File: src/rtl/shift_arbiter_pkg.sv
// Shared constants and types for the two-requester shift arbiter.
package shift_arbiter_pkg;

    localparam int DATA_W = 32;
    localparam int AMT_W  = 5;

    // Shift direction encoding on the request ports.
    localparam logic SH_LEFT  = 1'b0;
    localparam logic SH_RIGHT = 1'b1;

    // Requester identifiers as carried on the response tag.
    localparam logic REQ_ID0 = 1'b0;
    localparam logic REQ_ID1 = 1'b1;

    // Occupancy of the single result register.
    typedef enum logic {
        ST_EMPTY = 1'b0,
        ST_FULL  = 1'b1
    } rsp_state_t;

endpackage

File: src/rtl/shift_arbiter_core.sv
// Combinational logical barrel shifter, zero fill, no rotate.
module shift_core
    import shift_arbiter_pkg::*;
#(
    parameter int DATA_W = shift_arbiter_pkg::DATA_W,
    parameter int AMT_W  = shift_arbiter_pkg::AMT_W
) (
    input  logic              i_dir,
    input  logic [AMT_W-1:0]  i_amt,
    input  logic [DATA_W-1:0] i_din,
    output logic [DATA_W-1:0] o_dout
);

    // Amount is at most DATA_W-1, so there is no overshift handling.
    always_comb begin
        if (i_dir == SH_RIGHT) begin
            o_dout = i_din >> i_amt;
        end else begin
            o_dout = i_din << i_amt;
        end
    end

endmodule

File: src/rtl/shift_arbiter.sv
// Round-robin arbiter sharing one barrel shifter between two requesters,
// with a single registered result slot on a valid/ready response port.
//
// state    | meaning
// ---------+-----------------------------------------------
// ST_EMPTY | result register holds no unconsumed result
// ST_FULL  | result register holds a result awaiting consume
module shift_arbiter
    import shift_arbiter_pkg::*;
#(
    parameter int DATA_W = shift_arbiter_pkg::DATA_W,
    parameter int AMT_W  = shift_arbiter_pkg::AMT_W
) (
    input  logic              i_clk,
    input  logic              i_rst,

    input  logic              i_req0_valid,
    output logic              o_req0_ready,
    input  logic              i_req0_dir,
    input  logic [AMT_W-1:0]  i_req0_amt,
    input  logic [DATA_W-1:0] i_req0_data,

    input  logic              i_req1_valid,
    output logic              o_req1_ready,
    input  logic              i_req1_dir,
    input  logic [AMT_W-1:0]  i_req1_amt,
    input  logic [DATA_W-1:0] i_req1_data,

    output logic              o_rsp_valid,
    input  logic              i_rsp_ready,
    output logic              o_rsp_id,
    output logic [DATA_W-1:0] o_rsp_data,
    output logic [15:0]       o_rsp_cnt0,
    output logic [15:0]       o_rsp_cnt1
);

    rsp_state_t        r_state;
    rsp_state_t        w_state_nxt;
    logic              r_last_gnt;
    logic              r_rsp_id;
    logic [DATA_W-1:0] r_rsp_data;
    logic [15:0]       r_cnt0;
    logic [15:0]       r_cnt1;

    logic              w_rsp_valid;
    logic              w_slot_free;
    logic              w_gnt_valid;
    logic              w_gnt_id;
    logic              w_consume;
    logic              w_sel_dir;
    logic [AMT_W-1:0]  w_sel_amt;
    logic [DATA_W-1:0] w_sel_data;
    logic [DATA_W-1:0] w_shifted;

    assign w_rsp_valid = (r_state == ST_FULL);
    // Consuming this cycle frees the slot at once, so back-to-back results flow.
    assign w_slot_free = !w_rsp_valid || i_rsp_ready;
    assign w_consume   = w_rsp_valid && i_rsp_ready;

    // Grant: lone requester wins; on contention the one not served last wins.
    always_comb begin
        w_gnt_valid = 1'b0;
        w_gnt_id    = REQ_ID0;
        if (w_slot_free) begin
            if (i_req0_valid && i_req1_valid) begin
                w_gnt_valid = 1'b1;
                w_gnt_id    = !r_last_gnt;
            end else if (i_req0_valid) begin
                w_gnt_valid = 1'b1;
                w_gnt_id    = REQ_ID0;
            end else if (i_req1_valid) begin
                w_gnt_valid = 1'b1;
                w_gnt_id    = REQ_ID1;
            end
        end
    end

    assign o_req0_ready = w_gnt_valid && (w_gnt_id == REQ_ID0);
    assign o_req1_ready = w_gnt_valid && (w_gnt_id == REQ_ID1);

    // Operand mux in front of the single shared shifter.
    always_comb begin
        w_sel_dir  = (w_gnt_id == REQ_ID1) ? i_req1_dir  : i_req0_dir;
        w_sel_amt  = (w_gnt_id == REQ_ID1) ? i_req1_amt  : i_req0_amt;
        w_sel_data = (w_gnt_id == REQ_ID1) ? i_req1_data : i_req0_data;
    end

    shift_core #(
        .DATA_W (DATA_W),
        .AMT_W  (AMT_W)
    ) u_shift_core (
        .i_dir  (w_sel_dir),
        .i_amt  (w_sel_amt),
        .i_din  (w_sel_data),
        .o_dout (w_shifted)
    );

    // Result slot occupancy register.
    always_ff @(posedge i_clk or posedge i_rst) begin
        if (i_rst) begin
            r_state <= ST_EMPTY;
        end else begin
            r_state <= w_state_nxt;
        end
    end

    // Slot fills on accept, drains on consume with no simultaneous accept.
    always_comb begin
        w_state_nxt = r_state;
        case (r_state)
            ST_EMPTY: if (w_gnt_valid) w_state_nxt = ST_FULL;
            ST_FULL:  if (i_rsp_ready && !w_gnt_valid) w_state_nxt = ST_EMPTY;
            default:  w_state_nxt = ST_EMPTY;
        endcase
    end

    // Load result, tag and round-robin pointer on accept; hold otherwise.
    always_ff @(posedge i_clk or posedge i_rst) begin
        if (i_rst) begin
            r_rsp_data <= '0;
            r_rsp_id   <= REQ_ID0;
            r_last_gnt <= REQ_ID1;
        end else if (w_gnt_valid) begin
            r_rsp_data <= w_shifted;
            r_rsp_id   <= w_gnt_id;
            r_last_gnt <= w_gnt_id;
        end
    end

    // Delivered-result counters, credited to the tag of the result leaving.
    always_ff @(posedge i_clk or posedge i_rst) begin
        if (i_rst) begin
            r_cnt0 <= '0;
            r_cnt1 <= '0;
        end else if (w_consume) begin
            if (r_rsp_id == REQ_ID1) begin
                r_cnt1 <= r_cnt1 + 16'd1;
            end else begin
                r_cnt0 <= r_cnt0 + 16'd1;
            end
        end
    end

    assign o_rsp_valid = w_rsp_valid;
    assign o_rsp_id    = r_rsp_id;
    assign o_rsp_data  = r_rsp_data;
    assign o_rsp_cnt0  = r_cnt0;
    assign o_rsp_cnt1  = r_cnt1;

endmodule
File: config.mk
export PLATFORM = sky130hd
export DESIGN_NAME = shift_arbiter
export DESIGN_NICKNAME = d
export VERILOG_FILES = /design/src/rtl/shift_arbiter_pkg.sv /design/src/rtl/shift_arbiter_core.sv /design/src/rtl/shift_arbiter.sv
export SDC_FILE = /design/constraint.sdc
export NUM_CORES = 1
export LEC_CHECK = 0
export ABC_AREA = 1
export BUFFER_PORTS_ARGS = -buffer_cell sky130_fd_sc_hd__buf_2
export CORE_ASPECT_RATIO = 1.4
export CORE_MARGIN = 4
export CORE_UTILIZATION = 24
export DETAILED_ROUTE_END_ITERATION = 12
export PLACE_DENSITY_LB_ADDON = 0.05
export SLEW_MARGIN = 30
export SYNTH_ARGS = -nofsm -noshare
export SYNTH_HDL_FRONTEND = slang
export SYNTH_SLANG_ARGS = --single-unit
File: constraint.sdc
create_clock -name i_clk -period 6.08 [get_ports i_clk]
set_input_delay 0.304 -clock i_clk [delete_from_list [all_inputs] [get_ports i_clk]]
set_output_delay 0.304 -clock i_clk [all_outputs]
set_load 0.1 [all_outputs]
After elaboration in Yosys (flattened, before gate mapping) --
Index checks and enable logic that the tools add are counted.
Word-level totals: register bits 67, input port bits 81, output and inout bits 68, logic and storage cells 38
Cells by class: add/sub/neg operators 2, shifts and indexed selects 2, multiplexer cells 14, bitwise logic cells 3, reductions and logical operators 11
Operators by type and width (number):
- $mux W32 | 2
- $add A16 B1 Y16 const B | 2
- $shl A32 B5 Y32 | 1
- $shr A32 B5 Y32 | 1
- $mux W1 | 10
- $logic_and A1 B1 Y1 | 5
- $mux W5 | 1
- $reduce_and A2 Y1 | 2
- $logic_not A1 Y1 | 3
- $not A1 Y1 | 3
- $pmux W1 S2 | 1
- $logic_or A1 B1 Y1 | 1

Depth between registers and ports, before layout --
Gate-level depths: netlist of run 1.
depth in word-level cells 8, mapped depth 17, mapped depth without buffers 16

Hierarchy --
From an unflattened synthesis of run 1, not the netlist that was laid out.
Unflattened totals: cell total of the unflattened synthesis 1102, area total of the unflattened synthesis 6576.3 µm²
By module, submodules not included:
- shift_arbiter | times used 1, cells an instance 471, area an instance 3404.5 µm², seq. area each 1677.9 µm²
- shift_core | times used 1, cells an instance 631, area an instance 3171.8 µm², seq. area each 0.0 µm²

Worst setup path before layout of run 1 --
Ideal clock, no wire load.
kind register to output, start register r_state (netlist: o_rsp_valid), end output port o_req0_ready, data arrival time 2.893 ns, setup slack 2.883 ns, cell stages (with the launch flop) 6, cells stage by stage dfrtp_1 nand2_4 buf_2 o21ai_0 clkbuf_1 nor2_1
Between the ends: word-level cells in the longest chain between the ends 5
RTL lines:
- start, declared | RTL line shift_arbiter.sv:37 | rsp_state_t r_state;
- start signal, assigned | RTL line shift_arbiter.sv:103 | r_state <= w_state_nxt;
- $logic_not A1 Y1 (*) | RTL line shift_arbiter.sv:57 | assign w_slot_free = !w_rsp_valid || i_rsp_ready;
- $logic_or A1 B1 Y1 (*) | RTL line shift_arbiter.sv:57
- $mux W1 | RTL line shift_arbiter.sv:64 | if (w_slot_free) begin
- $not A1 Y1 | RTL line shift_arbiter.sv:78 | assign o_req0_ready = w_gnt_valid && (w_gnt_id == REQ_ID0);
- $logic_and A1 B1 Y1 (*) | RTL line shift_arbiter.sv:78
- end, declared | RTL line shift_arbiter.sv:18 | output logic o_req0_ready,
Every way passes the cells marked *; elsewhere a longest branch is shown, timed or not.

Worst setup path in the final report of run 1 --
start register r_state (netlist: o_rsp_valid), end register r_rsp_data[9] (netlist: o_rsp_data[9])
Between the ends: word-level cells in the longest chain between the ends 6
RTL lines:
- $logic_not A1 Y1 (*) | RTL line shift_arbiter.sv:57
- $logic_or A1 B1 Y1 (*) | RTL line shift_arbiter.sv:57
- $mux W1 | RTL line shift_arbiter.sv:64
- $mux W32 or $mux W5 (tied branches) | RTL line shift_arbiter.sv:85, shift_arbiter.sv:84
- $shl A32 B5 Y32 or $shr A32 B5 Y32 (tied branches) | RTL line shift_arbiter_core.sv:19, shift_arbiter_core.sv:17
- $mux W32 | RTL line shift_arbiter_core.sv:16 | if (i_dir == SH_RIGHT) begin
- end signal, assigned | RTL line shift_arbiter.sv:124 | r_rsp_data <= w_shifted;
- end, declared | RTL line shift_arbiter.sv:41 | logic [DATA_W-1:0] r_rsp_data;
Marks and branches as above. A chain may end at the register's enable or synchronous reset.

==> out/qor.yml, run 1 <==
syn_to_final_growth_pct: 17.78
ys_seq_area_share_pct: 24.01
fin_worst_skew_ns: 0.009950
drt_iter0_drc: 470
relSlewSlack_pct: 42.73
slowest_stage: "inv_2"
critPathTopFamily: "simple AND/OR/NAND/NOR gates"
grt_setup_unrepaired: "false"
drt-wirelength-per-cell_um: 18.01
worstSetupStartpointType: "register"
synth_cells: 1180
worst_pin_slew_ns: 0.8591
n_antenna_cell: 0
max-cap-violations: 0
first_pass_iters: 6
layout-drive-gt1-share_pct: 18.56
cts_hold_buf: 0
track_usage_pct: 18.21
critical_path_class: "reg2reg"
gp_congestion: 0.8450
hold_viol: 0
clk_pin_slew_ns: 0.06
arrival_ns: 4.12
yosys.cell_types.count: 36
critPathBufInv: 3
end_kind: "register"
dp_cells: 1636
htreeDepth: 3
clk-insertion-delay-late_ns: 0.34
powerDensity_nw_per_um2: 353.7
slowest_delay_ns: 0.75
fin_crit_ns: 3.904
cts_resized: 0
die_area_um2: 31950
grt_pass1_wl_um: 46620
cts_tree: "yes"
avgSynthCellArea_um2: 5.923
fill_cells: 3287
slew_viol_final: 0
status: "finished, final reports clean"
root_buffer: "clkbuf_16"
setup_viol: 0
min_path_type: "in2async"
syn-num-nets: 1263
final_cells: 1652
final_common_cell: "nand2_1"
mostFrequentLayoutCells: "nand2_1 (374), nand3_1 (359), buf_2 (148), inv_1 (92), dfrtp_1 (66)"
fin_total_pwr_uw: 2912
syn_area_um2: 6989
die_height_um: 209.9
rows: 73
dpl.hpwl_um: 22660
num-nets-final: 1355
coreArea_um2: 28590
startpoint: "o_rsp_valid$_DFF_PP0_"
r2r-start: "o_rsp_valid$_DFF_PP0_"
finalSetupTns_ns: 0
ir_drop_mv: 0.3291
initial_core_util_pct: 24.45
p_leak_uw: 0.004443
dr_total_vias: 8106
ios: 149
max_freq_mhz: 256.1
vias_per_cell: 4.907
cp_max_fo: 76
grt-ovfl-total: 0
cts_made_buffers: 9
drc: 0
die_w_um: 152.2
grt_max_degree: 77
ff2ff_setup_slack_ns: 2.18
yosysWarnings: 0
wl_um: 29760
synth_seq_cells: 67
timing.final.crit_share_pct: 64.21
worstPathRequired_ns: 6.30
grt_pass1_vias: 8018
antenna_found_initial: 0
antenna_left: 0
cts.sinks: 67
crit_chain: "nand2_4, nand3_4, inv_2, or2_0, o21ai_4, buf_4, inv_2, o21ai_0, nand3_1, nand2_1, nor2_1, nor2_1"
clockBufferDepth: 2
post_cts_buffers: 0
io_buffer_count: 148
[flip-flops by register name, indices dropped and copies added, names as in the netlist]
name,cells
o_rsp_cnt0,16
o_rsp_cnt1,16
o_rsp_data,32
o_rsp_id,1
o_rsp_valid,1
r_last_gnt,1
[path summary, 6_finish.rpt]
| kind | endpoint | cells after the start |
|---|---|---|
| hold reg to reg | o_rsp_cnt0[15]$_DFFE_PP0P_ | 1 |
| max in group asynchronous | o_rsp_data[0]$_DFFE_PP0P_ | 3 |
| setup / recovery | o_rsp_data[9]$_DFFE_PP0P_ | 12 |
| min in group i_clk | o_rsp_valid$_DFF_PP0_ | 2 |
| hold / removal | o_rsp_cnt0[7]$_DFFE_PP0P_ | 3 |
| setup reg to reg | o_rsp_data[9]$_DFFE_PP0P_ | 12 |
[cell usage after synthesis]
cell        n  area (um2)
a21oi_1     1       5.000
a31oi_1     2       12.51
and2_1      2       12.51
buf_1       6       22.52
buf_2      35       175.2
buf_4      13       97.59
buf_6       5       56.30
clkbuf_1   19       71.32
dfrtp_1    66        1652
dfstp_2     1       26.28
ha_1        2       25.02
inv_1      93       349.1
inv_2       9       33.78
nand2_1   374        1404
nand2_2     3       18.77
nand2_4     1       11.26
nand3_1   359        1797
nand3_4     1       17.52
nand3b_1    4       30.03
nand4_1    62       387.9
nand4_2     1       12.51
nor2_1     33       123.9
nor2_2      3       18.77
nor3_1      1       5.000
nor3_2      4       40.04
nor3_4      2       32.53
nor3b_1     1       7.510
o21ai_0     7       35.03
o21ai_1     6       30.03
o21ai_2     3       26.28
o31ai_1     1       7.510
or2_0       1       6.260
or2_1       1       6.260
or2_2      30       187.7
xnor2_1    13       113.9
xor2_1     15       131.4
[per-layer routing]
layer	part of all wire, %	track usage [%]	up-vias
li1	-	-	4090
met1	46	24.33	3742
met2	46	29.51	236
met3	5.1	3.507	38
met4	2.9	6.234	0
met5	0	0	-
[metrics by stage]
stage | hold slack [ns] | area (um2) | setup WS, ns | util (%)
CTS | 0.1627 | 8228 | 2.105 | 28.78
finish | 0.1429 | 8232 | 2.176 | 28.79
global placement | 0.4565 | 7900 | 2.005 | 27.63
detailed placement | 0.4571 | 7900 | 1.985 | 27.63
floorplan | 0.4004 | 6989 | 2.883 | -
global route | 0.1713 | 8232 | 1.739 | 28.79
[tightest hold or removal path, cell delays in order]
cell and delay [ns]:
buf_2 0.10, inv_2 0.04, buf_6 0.51
[layout make-up]
cell class	count	area [um2]	area share (%)
clock buffers	10	239.0	2.903
repair buffers	159	839.6	10.20
clock inverters	6	88.84	1.079
flip-flops and latches	67	1678	20.38
inverters	102	382.9	4.651
well taps	375	469.2	5.700
multi-input cells	933	4534	55.08
[kinds of logic after synthesis]
group                      count (synthesis)  synth area share [%]
AOI/OAI and AO/OA                         20                 1.665
adders and majority gates                  2                0.3580
xor gates and xnor gates                  28                 3.509
DFF                                       67                 24.01
buffers and inverters                    180                 11.53
and+or+nand+nor                          883                 58.93
[power breakdown]
part	switching, uW	internal, uW	total [uW]
logic	1360	355	1720
clock network	209	370	579
registers	76.3	538	614
Power figures use the tool's default switching activity.
==> run 2, diff against run 1 <==
clock period = 3.9 ns   (was 6.08 ns; I/O delays follow)
==> run 2 against run 1 <==
Critical path depth is 4 higher. Critical endpoint is now o_rsp_data[7]$_DFFE_PP0P_. Largest cell class unchanged. Sequential share of layout area down 0.17 points. Sequential cell count unchanged. Largest power group unchanged. Cell area grew 0.84%. Highest routed layer unchanged.
==> out/qor.yml, run 2 (synthesis results as in run 1) <==
num-nets-final: 1363  # was 1,355
fill_cells: 3360  # was 3,287
clk_pin_slew_ns: 0.06  # about the same
largest_register_ff_count: 32  # unchanged
drt-wirelength-per-cell_um: 18.23  # was 18.01 um
r2r-start: "r_last_gnt$_DFFE_PP1P_"  # was o_rsp_valid$_DFF_PP0_
cts_tree: "yes"  # unchanged
arrival_ns: 3.30  # was 4.12 ns
startpoint: "r_last_gnt$_DFFE_PP1P_"  # was o_rsp_valid$_DFF_PP0_
whs_ns: 0.02785  # was 0.1429 ns
end_kind: "register"  # unchanged
syn_to_final_growth_pct: 18.76  # was 17.78%
worst_pin_slew_ns: 0.9422  # was 0.8591 ns
max_freq_mhz: 330.3  # was 256.1 MHz
cts_made_buffers: 9  # unchanged
status: "finished, final reports clean"  # unchanged
antenna_found_initial: 0  # unchanged
grt-ovfl-total: 0  # unchanged
cp_max_fo: 38  # was 76
root_buffer: "clkbuf_16"  # unchanged
track_usage_pct: 18.73  # was 18.21%
die_height_um: 209.9  # unchanged
mostFrequentLayoutCells: "nand2_1 (374), nand3_1 (359), buf_2 (148), inv_1 (92), dfrtp_1 (66)"  # unchanged
n_antenna_cell: 0  # unchanged
fin_crit_ns: 3.027  # was 3.904 ns
rows: 73  # unchanged
timing.final.crit_share_pct: 77.62  # was 64.21%
worstSetupStartpointType: "register"  # unchanged
gp_congestion: 0.8690  # was 0.8450
critical_path_class: "reg2reg"  # unchanged
cts_hold_buf: 0  # unchanged
cts.sinks: 67  # unchanged
first_pass_iters: 5  # was 6
finalSetupTns_ns: 0  # unchanged
grt_setup_unrepaired: "false"  # unchanged
grt_pass1_vias: 8191  # was 8,018
max-cap-violations: 0  # unchanged
initial_core_util_pct: 24.45  # unchanged
clk-insertion-delay-late_ns: 0.33  # was 0.34 ns
ios: 149  # unchanged
die_area_um2: 31950  # unchanged
ir_drop_mv: 0.5788  # was 0.3291 mV
layout-drive-gt1-share_pct: 19.00  # was 18.56%
fin_worst_skew_ns: 0.01061  # was 0.009950 ns
drc: 0  # unchanged
setup_viol: 0  # unchanged
dpl.hpwl_um: 23330  # was 22,660 um
coreArea_um2: 28590  # unchanged
wl_um: 30240  # was 29,760 um
htreeDepth: 3  # unchanged
r2r_cells: 16  # was 12
min_path_type: "in2async"  # unchanged
grt_pass1_wl_um: 47640  # was 46,620 um
post_cts_buffers: 0  # unchanged
vias_per_cell: 4.943  # was 4.907
io_buffer_count: 148  # unchanged
powerDensity_nw_per_um2: 548.3  # was 353.7 nW/um2
p_leak_uw: 0.004489  # was 0.004443 uW
clockBufferDepth: 2  # unchanged
die_w_um: 152.2  # unchanged
worstPathRequired_ns: 4.17  # was 6.30 ns
final_common_cell: "nand2_1"  # unchanged
drt_iter0_drc: 627  # was 470
hold_viol: 0  # unchanged
grt_max_degree: 70  # was 77
slew_viol_final: 0  # unchanged
cts_resized: 0  # unchanged
antenna_left: 0  # unchanged
dr_total_vias: 8201  # was 8,106
relSlewSlack_pct: 37.12  # was 42.73%
-- run 2: changes by cell type in the layout (fill, tap and decap cells not counted) --
cell        before  now
buf_4            9   15
clkinvlp_4       2    1
buf_12           1    3
nor2_2           4    5
clkinv_2         1    2
nor2_4           1    0
clkinv_4         1    0
-- run 2: area by class of cell --
cell class | instances | area, um2 | area share [%]
multi-input cells | 933 | 4529 | 54.57
flip-flops and latches | 67 | 1678 | 20.21
repair buffers | 167 | 924.6 | 11.14
well taps | 375 | 469.2 | 5.653
inverters | 102 | 382.9 | 4.613
clock buffers | 10 | 239.0 | 2.879
clock inverters | 5 | 77.57 | 0.9346
-- run 2: worst max-delay path: stages, from the launching register on --
cell	delay [ns]
dfstp_2	0.53
nand2_1	0.10
nand3_4	0.23
buf_4	0.39
nand2_1	0.09
nand2_1	0.07
buf_4	0.36
nand2_1	0.19
nand3_1	0.16
nand3_1	0.17
nand2_1	0.17
nand3_1	0.13
nand2_1	0.11
inv_1	0.04
nand3_1	0.10
nand2_1	0.07
inv_1	0.05
-- run 2: path summary, 6_finish.rpt --
kind                                         endpoint  slack (ns)
max reg2reg                 o_rsp_data[7]$_DFFE_PP0P_        0.87
min reg2reg                o_rsp_cnt0[15]$_DFFE_PP0P_        0.47
max in group asynchronous   o_rsp_data[2]$_DFFE_PP0P_        3.44
min                         o_rsp_cnt0[5]$_DFFE_PP0P_        0.03
min in group i_clk              o_rsp_valid$_DFF_PP0_        0.07
max                         o_rsp_data[7]$_DFFE_PP0P_        0.87
-- run 2: report_power, final --
part	internal [uW]	leakage, uW	switching (uW)	total, uW
registers	839	0.000826	110	949
logic	570	0.00351	2160	2730
clock network	571	0.000154	304	875
-- run 2: metrics by stage --
stage	util [%]	instance area (um2)	power [uW]	cells	setup WS, ns
3_3_place_gp	27.91	7980	3714	1644	0.8938
2_1_floorplan	-	6989	3061	1180	0.7581
6_report	29.03	8300	4551	1659	0.8726
4_1_cts	29.03	8300	4613	1659	0.8525
5_1_grt	29.03	8300	4865	1659	0.5590
3_5_place_dp	27.93	7984	3704	1644	0.8728
-- run 2: routing by layer --
layer / part of all wire (%) / global-route usage, % / wire length [um]
met1: 45 / 24.46 / 13550
met2: 48 / 31.63 / 14400
met4: 2.7 / 6.110 / 804
met3: 4.9 / 3.032 / 1483
met5: 0 / 0 / 0
